[src/rtl/gate_sweep_pkg.sv]
// gate_sweep_pkg: shared states, widths and gate bit positions for the gate bank sweeper
package gate_sweep_pkg;
    typedef enum logic [1:0] {IDLE, DRIVE, SAMPLE, DONE} state_t;
    localparam int pat_w = 2;
    localparam int vec_w = 7;
    localparam int y_not  = 0;
    localparam int y_and  = 1;
    localparam int y_or   = 2;
    localparam int y_nand = 3;
    localparam int y_nor  = 4;
    localparam int y_xor  = 5;
    localparam int y_xnor = 6;
endpackage

[src/rtl/gate_expect.sv]
// gate_expect: golden gate-bank vector for an {a,b} pattern, same bit order as y_in
module gate_expect
    import gate_sweep_pkg::*;
(
    input  logic [pat_w-1:0] pat,
    output logic [0:vec_w-1] vec
);
    logic a, b;
    assign a = pat[1];
    assign b = pat[0];
    // truth table of every gate for the current operands
    always_comb begin
        vec = '0;
        vec[y_not]  = ~a;
        vec[y_and]  = a & b;
        vec[y_or]   = a | b;
        vec[y_nand] = ~(a & b);
        vec[y_nor]  = ~(a | b);
        vec[y_xor]  = a ^ b;
        vec[y_xnor] = ~(a ^ b);
    end
endmodule

[src/rtl/gate_bank_sweeper.sv]
// gate_bank_sweeper: drives all {a,b} patterns into the gate bank and checks y_in; GATE_SWEEP_LOG_EN builds err_log
module gate_bank_sweeper
    import gate_sweep_pkg::*;
#(
    parameter int SETTLE = 1,
    parameter int PASSES = 1
) (
    input  logic             clk,
    input  logic             rst,
    input  logic             start,
    input  logic             abort,
    input  logic [0:vec_w-1] y_in,
    output logic             a_out,
    output logic             b_out,
    output logic             busy,
    output logic             done,
    output logic             pass,
    output logic [7:0]       err_cnt,
    output logic [1:0]       first_fail_pat,
    output logic [0:vec_w-1] first_fail_vec,
    output logic [3:0]       err_log
);
    state_t           state, state_nx;
    logic [3:0]       cnt, pcnt;
    logic [1:0]       pat;
    logic [0:vec_w-1] exp_vec, diff;
    logic             go, mis, last, settled, sampling;

    gate_expect u_exp (.pat(pat), .vec(exp_vec));

    assign a_out    = pat[1];
    assign b_out    = pat[0];
    assign go       = state == IDLE && start && !abort;
    assign diff     = exp_vec ^ y_in;
    assign mis      = |diff;
    assign sampling = state == SAMPLE && !abort;
    assign settled  = cnt == 4'(SETTLE - 1);
    assign last     = pat == 2'd3 && pcnt == 4'(PASSES - 1);

    // state register
    always_ff @(posedge clk or posedge rst) begin
        if (rst) state <= IDLE;
        else     state <= state_nx;
    end

    // next state with abort overriding every transition, plus status decode
    always_comb begin
        state_nx = abort ? IDLE :
                   state == IDLE   ? (start ? DRIVE : IDLE) :
                   state == DRIVE  ? (settled ? SAMPLE : DRIVE) :
                   state == SAMPLE ? (last ? DONE : DRIVE) : IDLE;
        busy = state == DRIVE || state == SAMPLE;
        done = state == DONE;
    end

    // settle/pattern/pass counters and result capture; start clears, abort freezes
    always_ff @(posedge clk or posedge rst) begin
        if (rst) begin
            cnt            <= '0;
            pcnt           <= '0;
            pat            <= '0;
            err_cnt        <= '0;
            first_fail_pat <= '0;
            first_fail_vec <= '0;
            pass           <= 1'b0;
        end else if (go) begin
            cnt            <= '0;
            pcnt           <= '0;
            pat            <= '0;
            err_cnt        <= '0;
            first_fail_pat <= '0;
            first_fail_vec <= '0;
            pass           <= 1'b0;
        end else if (!abort) begin
            if (state == DRIVE) cnt <= settled ? 4'd0 : cnt + 4'd1;
            if (state == SAMPLE) begin
                if (mis && err_cnt != 8'hff) err_cnt <= err_cnt + 8'd1;
                if (mis && err_cnt == 8'd0) begin
                    first_fail_pat <= pat;
                    first_fail_vec <= diff;
                end
                if (last) pass <= err_cnt == 8'd0 && !mis;
                else begin
                    pat <= pat + 2'd1;
                    if (pat == 2'd3) pcnt <= pcnt + 4'd1;
                end
            end
        end
    end

`ifdef GATE_SWEEP_LOG_EN
    // sticky per-pattern mismatch bits
    always_ff @(posedge clk or posedge rst) begin
        if (rst)                 err_log      <= '0;
        else if (go)             err_log      <= '0;
        else if (sampling && mis) err_log[pat] <= 1'b1;
    end
`else
    assign err_log = '0;
`endif
endmodule

[config.mk]
export PLATFORM = sky130hd
export DESIGN_NAME = gate_bank_sweeper
export DESIGN_NICKNAME = d
export VERILOG_FILES = /design/src/rtl/gate_sweep_pkg.sv /design/src/rtl/gate_expect.sv /design/src/rtl/gate_bank_sweeper.sv
export SDC_FILE = /design/constraint.sdc
export NUM_CORES = 1
export LEC_CHECK = 0
export CORE_MARGIN = 5
export CORE_UTILIZATION = 62
export CTS_CLUSTER_DIAMETER = 30
export DETAILED_ROUTE_END_ITERATION = 8
export DONT_BUFFER_PORTS = 1
export GPL_TIMING_DRIVEN = 0
export PLACE_DENSITY = 0.87
export SETUP_SLACK_MARGIN = 0.05
export SLEW_MARGIN = 10
export SYNTH_ARGS = -nofsm -noshare
export SYNTH_HDL_FRONTEND = slang
export SYNTH_SLANG_ARGS = --single-unit
[constraint.sdc]
create_clock -name clk -period 2.93 [get_ports clk]
set_clock_uncertainty 0.15 [all_clocks]
set_input_delay 0.586 -clock clk [delete_from_list [all_inputs] [get_ports clk]]
set_output_delay 0.586 -clock clk [all_outputs]
set_load 0.05 [all_outputs]
==> qor.csv, run 1 <==
metric;value;unit
drtIter0Drc;76;
yosys.area.top_type;dfrtp_1;
grt_pass1_wl;6.12;mm
endpoint;err_cnt[1];
portBuffers;0;
worst_pin_slew;1040;ps
tns;0;ps
finalCritPeriodShare;0.905;
hold_viol;0;
wl_per_cell;16.0;µm
fmax;377;MHz
grt_pass1_vias;1330;
total_power;0.796;mW
cap_violations;0;
coreArea;0.00276;mm²
cp-start-kind;register;
synthesis.area;0.00177;mm²
finalNetCount;219;
synth.ff_latch_count;30;
cts_tree;done;
ios;37;
synthDistinctLibCells;36;
rows;19;
crit_path_max_fanout;10;
dieArea;0.00403;mm²
ff2ff_path_depth;8;
drt-total-wl;3.64;mm
yosys_warnings;0;
setup_viol;0;
r2r_end;err_cnt[1];
grt_antenna_before_repair;0;
drc;0;
cts_buffers;5;
place_congestion;0.807;
r2r_start;pat[1];
globalRouteTotalUtil;0.194;
powerDensity;422;mW/mm²
synth_area_leaders;dfrtp_1, ha_1, mux2i_1;
cts-root-buf;clkbuf_4;
start_util;0.643;
diodes;0;
syn-instance-count;186;
area_growth;6.35;%
h-tree-depth;2;
r2r_slack;280;ps
rsz0062_at_grt;no;
clk_pin_slew;100;ps
yosysTopAreaCellShare;0.423;
viasPerCell;5.87;
fill_cells;230;
p_leak;0.898;nW
multiInputGateArea;922;µm²
final_common_cell;dfrtp_1;
antenna_left;0;
regArea;753;µm²
grt_max_degree;31;
fin_crit;2650;ps
grt_remaining_overflow;0;
endpoint_kind;register;
clk_path_buf_depth;2;
cts.sinks;30;
hpwl;2.74;mm
dr.pass1.iters;5;
drive_above_1_share;0.112;
max_slew_margin;0.301;
cp-startpoint;pat[1];
synth_seq_area_share;0.423;
slew_viol_final;0;
status;finished clean;
chipHeight;63.5;µm
final_cell_mix;dfrtp_1, nor2_1, nand2_1;
clk_latency;340;ps
ir_drop;0.321;mV
routed-via-count;1338;
worstPathArrival;2770;ps
syn_area_per_cell;9.54;µm²
path_class;reg2reg;
hold_class;in2async;
die_x;63.5;µm
post-cts-setup-buffer-count;0;
worstPathRequired;3050;ps
## critical path: stages (launching register included)
cell and delay (ps):
dfrtp_2 590, inv_1 80, ha_1 380, or3b_1 400, a211oi_2 340, a21oi_1 160, buf_6 170, nand2_1 110
mux2i_1 210
## cell type report
class | count | share of cell area
multi-input cells | 138 | 0.489
clock buffers | 7 | 0.0292
clock inverters | 1 | 0.00265
well taps | 31 | 0.0206
plain buffers | 10 | 0.0378
inverters | 11 | 0.0219
flip-flops and latches | 30 | 0.399
## per-stage QoR
step,worst slack (ps),instance area (µm²),utilization,hold slack (ps),instances
final,279,1890,0.684,98.5,228
after global routing,131,1890,0.684,122,228
after CTS,67.5,1880,0.683,136,228
after detailed placement,72.3,1820,0.662,396,220
after global placement,215,1820,0.662,372,220
after floorplan,369,1790,-,347,189
## registers in the layout, indices dropped and copies added (netlist names)
name and cells:
pat 2, pcnt 4, first_fail_pat 2, pass 1
err_cnt 8, cnt 4, first_fail_vec 7, state 2
## cells in the mapped netlist
cell and n:
nand2b_1 4, a21oi_1 9, nand3_1 3, and3_1 3, buf_4 5, and4b_2 1
conb_1 1, and3b_1 1, nor3_1 6, a211oi_2 1, nand4_1 4, nor2b_1 2
ha_1 12, or2_2 1, nor4b_1 1, a211oi_1 3, a31oi_1 3, nor2_1 22
nand2_1 21, o21ai_0 1, and2_1 2, inv_1 11, xnor2_1 7, a211o_1 1
or3b_1 1, and4b_1 1, clkbuf_1 3, a41o_2 2, buf_6 2, xor2_1 5
o31ai_1 1, nand3b_1 2, nor3b_1 1, and4bb_2 1, mux2i_1 12, dfrtp_1 30
## kinds of logic after synthesis
kind of cell / after synthesis / synth area share
and+or+nand+nor: 77 / 0.219
adders and majority gates: 12 / 0.0846
xor gates and xnor gates: 12 / 0.0592
buffers and inverters: 21 / 0.0635
DFF: 30 / 0.423
AOI/OAI and AO/OA: 21 / 0.0804
other: 1 / 0.00211
muxes: 12 / 0.0677
## power by group
group / total, mW / switching, mW / internal, mW
registers: 0.448 / 0.0280 / 0.420
logic: 0.0841 / 0.0576 / 0.0265
clock network: 0.263 / 0.147 / 0.116
## timing repair
| action | in CTS | in global routing |
|---|---|---|
| resized for setup | 0 | 2 |
| hold endpoints to repair | 0 | 0 |
| hold buffers | 0 | 0 |
| endpoints found under the setup margin | 0 | 17 |
## how the worst min path moves through the flow
stage,start,end,slack [ps],depth (start not counted)
2_1_floorplan,pcnt[3],pcnt[3],350,2
5_1_grt,abort,state[0],120,1
3_5_place_dp,pcnt[3],pcnt[3],400,2
4_1_cts,abort,state[0],140,1
6_report,rst,pass,100,1
3_3_place_gp,pcnt[3],pcnt[3],370,2
## metal layers
| layer | part of all wire | track usage |
|---|---|---|
| met1 | 0.40 | 0.214 |
| met2 | 0.48 | 0.324 |
| met3 | 0.088 | 0.0746 |
| met4 | 0.024 | 0.0961 |
| met5 | 0 | 0 |
(Power assumes the default switching activity.)
==> run 2: changes to the inputs <==
CORE_UTILIZATION = 67   (was 62)
MAX_ROUTING_LAYER = met4   (was not set)
PLACE_DENSITY = 0.92   (was 0.87)
clock period = 3.15 ns   (was 2.93 ns; I/O delays follow)
==> run 2 against run 1 <==
  * Clock-buffer cell count is the same
  * Register-to-register slack gained 30 ps
  * Hold slack gained 51 ps
  * Highest routed layer unchanged
  * Critical path type unchanged
==> qor.csv, run 2 (synthesis results as in run 1) <==
metric;value;unit
place_congestion;0.843;
crit_path_max_fanout;10;
final_common_cell;dfrtp_1;
dr.pass1.iters;4;
globalRouteTotalUtil;0.231;
grt_pass1_vias;1441;
drive_above_1_share;0.102;
worst_pin_slew;1050;ps
hold_class;in2async;
dieArea;0.00378;mm²
clk_path_buf_depth;2;
cts-root-buf;clkbuf_4;
slew_viol_final;0;
cts_tree;done;
p_leak;0.901;nW
cts_buffers;5;
drt-total-wl;3.71;mm
cts.sinks;30;
grt_antenna_before_repair;0;
place_area;0.00182;mm²
top_regs;err_cnt x8, first_fail_vec x7;
worstPathArrival;2950;ps
tns;0;ps
viasPerCell;6.07;
place_ws;310;ps
cp-start-kind;register;
finalNetCount;219;
rsz0062_at_grt;no;
start_util;0.710;
drtIter0Drc;44;
wl_per_cell;16.3;µm
largest_register;err_cnt;
path_class;reg2reg;
cts_resized;0;
diodes;0;
coreArea;0.00250;mm²
finalCritPeriodShare;0.903;
grt_pass1_wl;6.20;mm
largest_reg_flops;8;
ios;37;
fin_ws;307;ps
routed-via-count;1377;
portBuffers;0;
endpoint_kind;register;
grt_remaining_overflow;0;
fin_cells;227;
area_growth;6.14;%
final_cell_mix;dfrtp_1, nor2_1, nand2_1;
placed_cells;219;
antenna_left;0;
fin_crit;2840;ps
powerDensity;392;mW/mm²
status;finished clean;
chipHeight;61.5;µm
post-cts-setup-buffer-count;0;
max_slew_margin;0.294;
clk_latency;330;ps
h-tree-depth;2;
ctsHoldBuffers;0;
worstPathRequired;3260;ps
setup_viol;0;
ir_drop;0.296;mV
clk_pin_slew;100;ps
die_x;61.5;µm
fin_area;0.00188;mm²
rows;18;
fill_cells;190;
fmax;352;MHz
grt_max_degree;31;
cap_violations;0;
utilization;0.753;
hold_viol;0;
drc;0;
hpwl;2.79;mm
==> run 2: area by class of cell <==
class,instances,area [µm²],share of cell area
Multi-Input combinational cell,138,922,0.490
Clock buffer,7,55.1,0.0292
Clock inverter,1,5.00,0.00266
Tap cell,30,37.5,0.0199
Sequential cell,30,751,0.399
Inverter,11,41.3,0.0219
Buffer,10,71.3,0.0379
==> run 2: layer usage <==
metal,GRT usage,vias to the layer above,part of all wire
met5,-,-,0
met4,0.121,0,0.024
met3,0.0503,10,0.066
met2,0.385,57,0.52
met1,0.257,670,0.39
li1,-,640,-
==> run 2: critical path: stages, from the launching register on <==
cell and delay [ps]:
dfrtp_1 750, inv_1 110, ha_1 390, or3b_1 390, a211oi_2 320, a21oi_1 160, buf_6 180, nand2_1 120
mux2i_1 210
==> run 2: worst paths after layout <==
kind | cells past startpoint | from | slack [ps] | endpoint
worst max-delay path | 8 | pat[1] | 310 | err_cnt[1]
worst min-delay path | 1 | rst | 150 | state[1]
worst max register to register | 8 | pat[1] | 310 | err_cnt[1]
worst min register to register | 2 | pcnt[3] | 420 | pcnt[3]
max in group asynchronous | 1 | rst | 2220 | err_cnt[6]
min in group clk | 1 | abort | 200 | state[0]
==> run 2: metrics by stage <==
step                power [mW]  hold slack, ps
floorplan                0.489             347
global placement         0.499             365
global route             0.770             192
CTS                      0.742             189
finish                   0.739             150
detailed placement       0.503             393
==> run 2: report_power, final <==
group,internal (mW),switching (mW),total (mW)
Clock,0.108,0.136,0.244
Sequential,0.391,0.0260,0.417
Combinational,0.0247,0.0538,0.0785
==> run 3: changes to the inputs <==
CORE_UTILIZATION = 70   (was 67)
CTS_BUF_LIST = sky130_fd_sc_hd__clkbuf_4   (was not set)
PLACE_DENSITY = 0.95   (was 0.92)
==> run 3 against run 2 <==
  * Global-route usage increased by 1.7 points
  * Die area shrank 3.6%
  * Largest cell class unchanged
  * Largest power group unchanged
  * Sequential cell count unchanged
  * Sequential share of layout area is 0.13 points higher
  * Worst setup slack got worse by 31 ps
  * Sequential power is essentially flat
==> qor.csv, run 3 (synthesis results as in run 1) <==
metric;value;unit
status;finished clean;
grt_pass1_vias;1383;
place_congestion;0.869;
coreArea;0.00245;mm²
drt-total-wl;3.74;mm
final_cell_mix;dfrtp_1, nor2_1, nand2_1;
area_growth;5.78;%
crit_path_max_fanout;10;
cts-root-buf;clkbuf_4;
drc;0;
routed-via-count;1369;
powerDensity;381;mW/mm²
tns;0;ps
post-cts-setup-buffer-count;0;
finalCritPeriodShare;0.912;
holdWs;150;ps
setup_viol;0;
worstPathRequired;3260;ps
rsz0062_at_grt;no;
rows;18;
cap_violations;0;
die_x;60.3;µm
ir_drop;0.370;mV
final_common_cell;dfrtp_1;
grt_max_degree;31;
path_class;reg2reg;
drtIter0Drc;128;
antenna_left;0;
max_slew_margin;0.292;
hold_class;in2async;
largest_register;err_cnt;
total_power;0.715;mW
cp-start-kind;register;
wl_per_cell;16.5;µm
dr.pass1.iters;4;
ctsHoldBuffers;0;
h-tree-depth;2;
drive_above_1_share;0.102;
clk_path_buf_depth;2;
cts_buffers;5;
hold_viol;0;
chipHeight;60.3;µm
worst_pin_slew;1050;ps
fmax;348;MHz
grt_remaining_overflow;0;
largest_reg_flops;8;
ios;37;
start_util;0.723;
endpoint_kind;register;
hpwl;2.90;mm
diodes;0;
globalRouteTotalUtil;0.248;
dieArea;0.00364;mm²
finalNetCount;219;
portBuffers;0;
slew_viol_final;0;
worstPathArrival;2980;ps
grt_pass1_wl;6.46;mm
grt_antenna_before_repair;0;
viasPerCell;6.03;
clk_latency;330;ps
cts_resized;0;
utilization;0.765;
clk_pin_slew;90;ps
p_leak;0.899;nW
fin_crit;2870;ps
cts_tree;done;
top_regs;err_cnt x8, first_fail_vec x7;
cts.sinks;30;
-- run 3: cell count changes in the layout (fill, tap and decap cells not counted), sizes merged --
cell	before	now
clkinv	2	3
clkbuf	10	9
-- run 3: report_power, final --
group | switching (mW) | total (mW) | internal [mW]
registers | 0.0262 | 0.417 | 0.391
logic | 0.0543 | 0.0790 | 0.0247
clock network | 0.127 | 0.219 | 0.0922
-- run 3: worst paths after layout --
path	startpoint	end	slack, ps	cells past startpoint
setup reg to reg	pat[1]	err_cnt[0]	280	8
min in group clk	abort	state[0]	200	1
setup / recovery	pat[1]	err_cnt[0]	280	8
hold / removal	rst	err_cnt[1]	150	1
max in group asynchronous	rst	cnt[2]	2200	1
hold reg to reg	pcnt[3]	pcnt[3]	410	2
-- run 3: stage by stage --
step | instances | worst slack [ps] | instance area (µm²)
floorplan | 189 | 589 | 1790
global route | 227 | 99.0 | 1880
finish | 227 | 276 | 1880
CTS | 227 | 267 | 1880
detailed placement | 219 | 291 | 1820
global placement | 219 | 399 | 1820
-- run 3: layer usage --
metal | GRT usage | part of all wire | wire length, µm | vias to the layer above
li1 | - | - | - | 647
met1 | 0.291 | 0.40 | 1490 | 652
met2 | 0.400 | 0.50 | 1860 | 61
met3 | 0.0574 | 0.081 | 303 | 9
met4 | 0.117 | 0.020 | 76 | 0
met5 | - | 0 | 0 | -
-- run 3: critical path, cell delays in order, from the launching register on --
cell      delay [ps]
dfrtp_1          770
inv_1            120
ha_1             410
or3b_1           400
a211oi_2         320
a21oi_1          140
buf_6            170
nand2_1          120
mux2i_1          210
-- run 3: layout make-up --
cell class	count	area (µm²)
Buffer	10	71.3
Sequential cell	30	751
Multi-Input combinational cell	138	922
Inverter	11	41.3
Fill cell	168	578
Clock inverter	2	8.76
Tap cell	30	37.5
Clock buffer	6	45.0
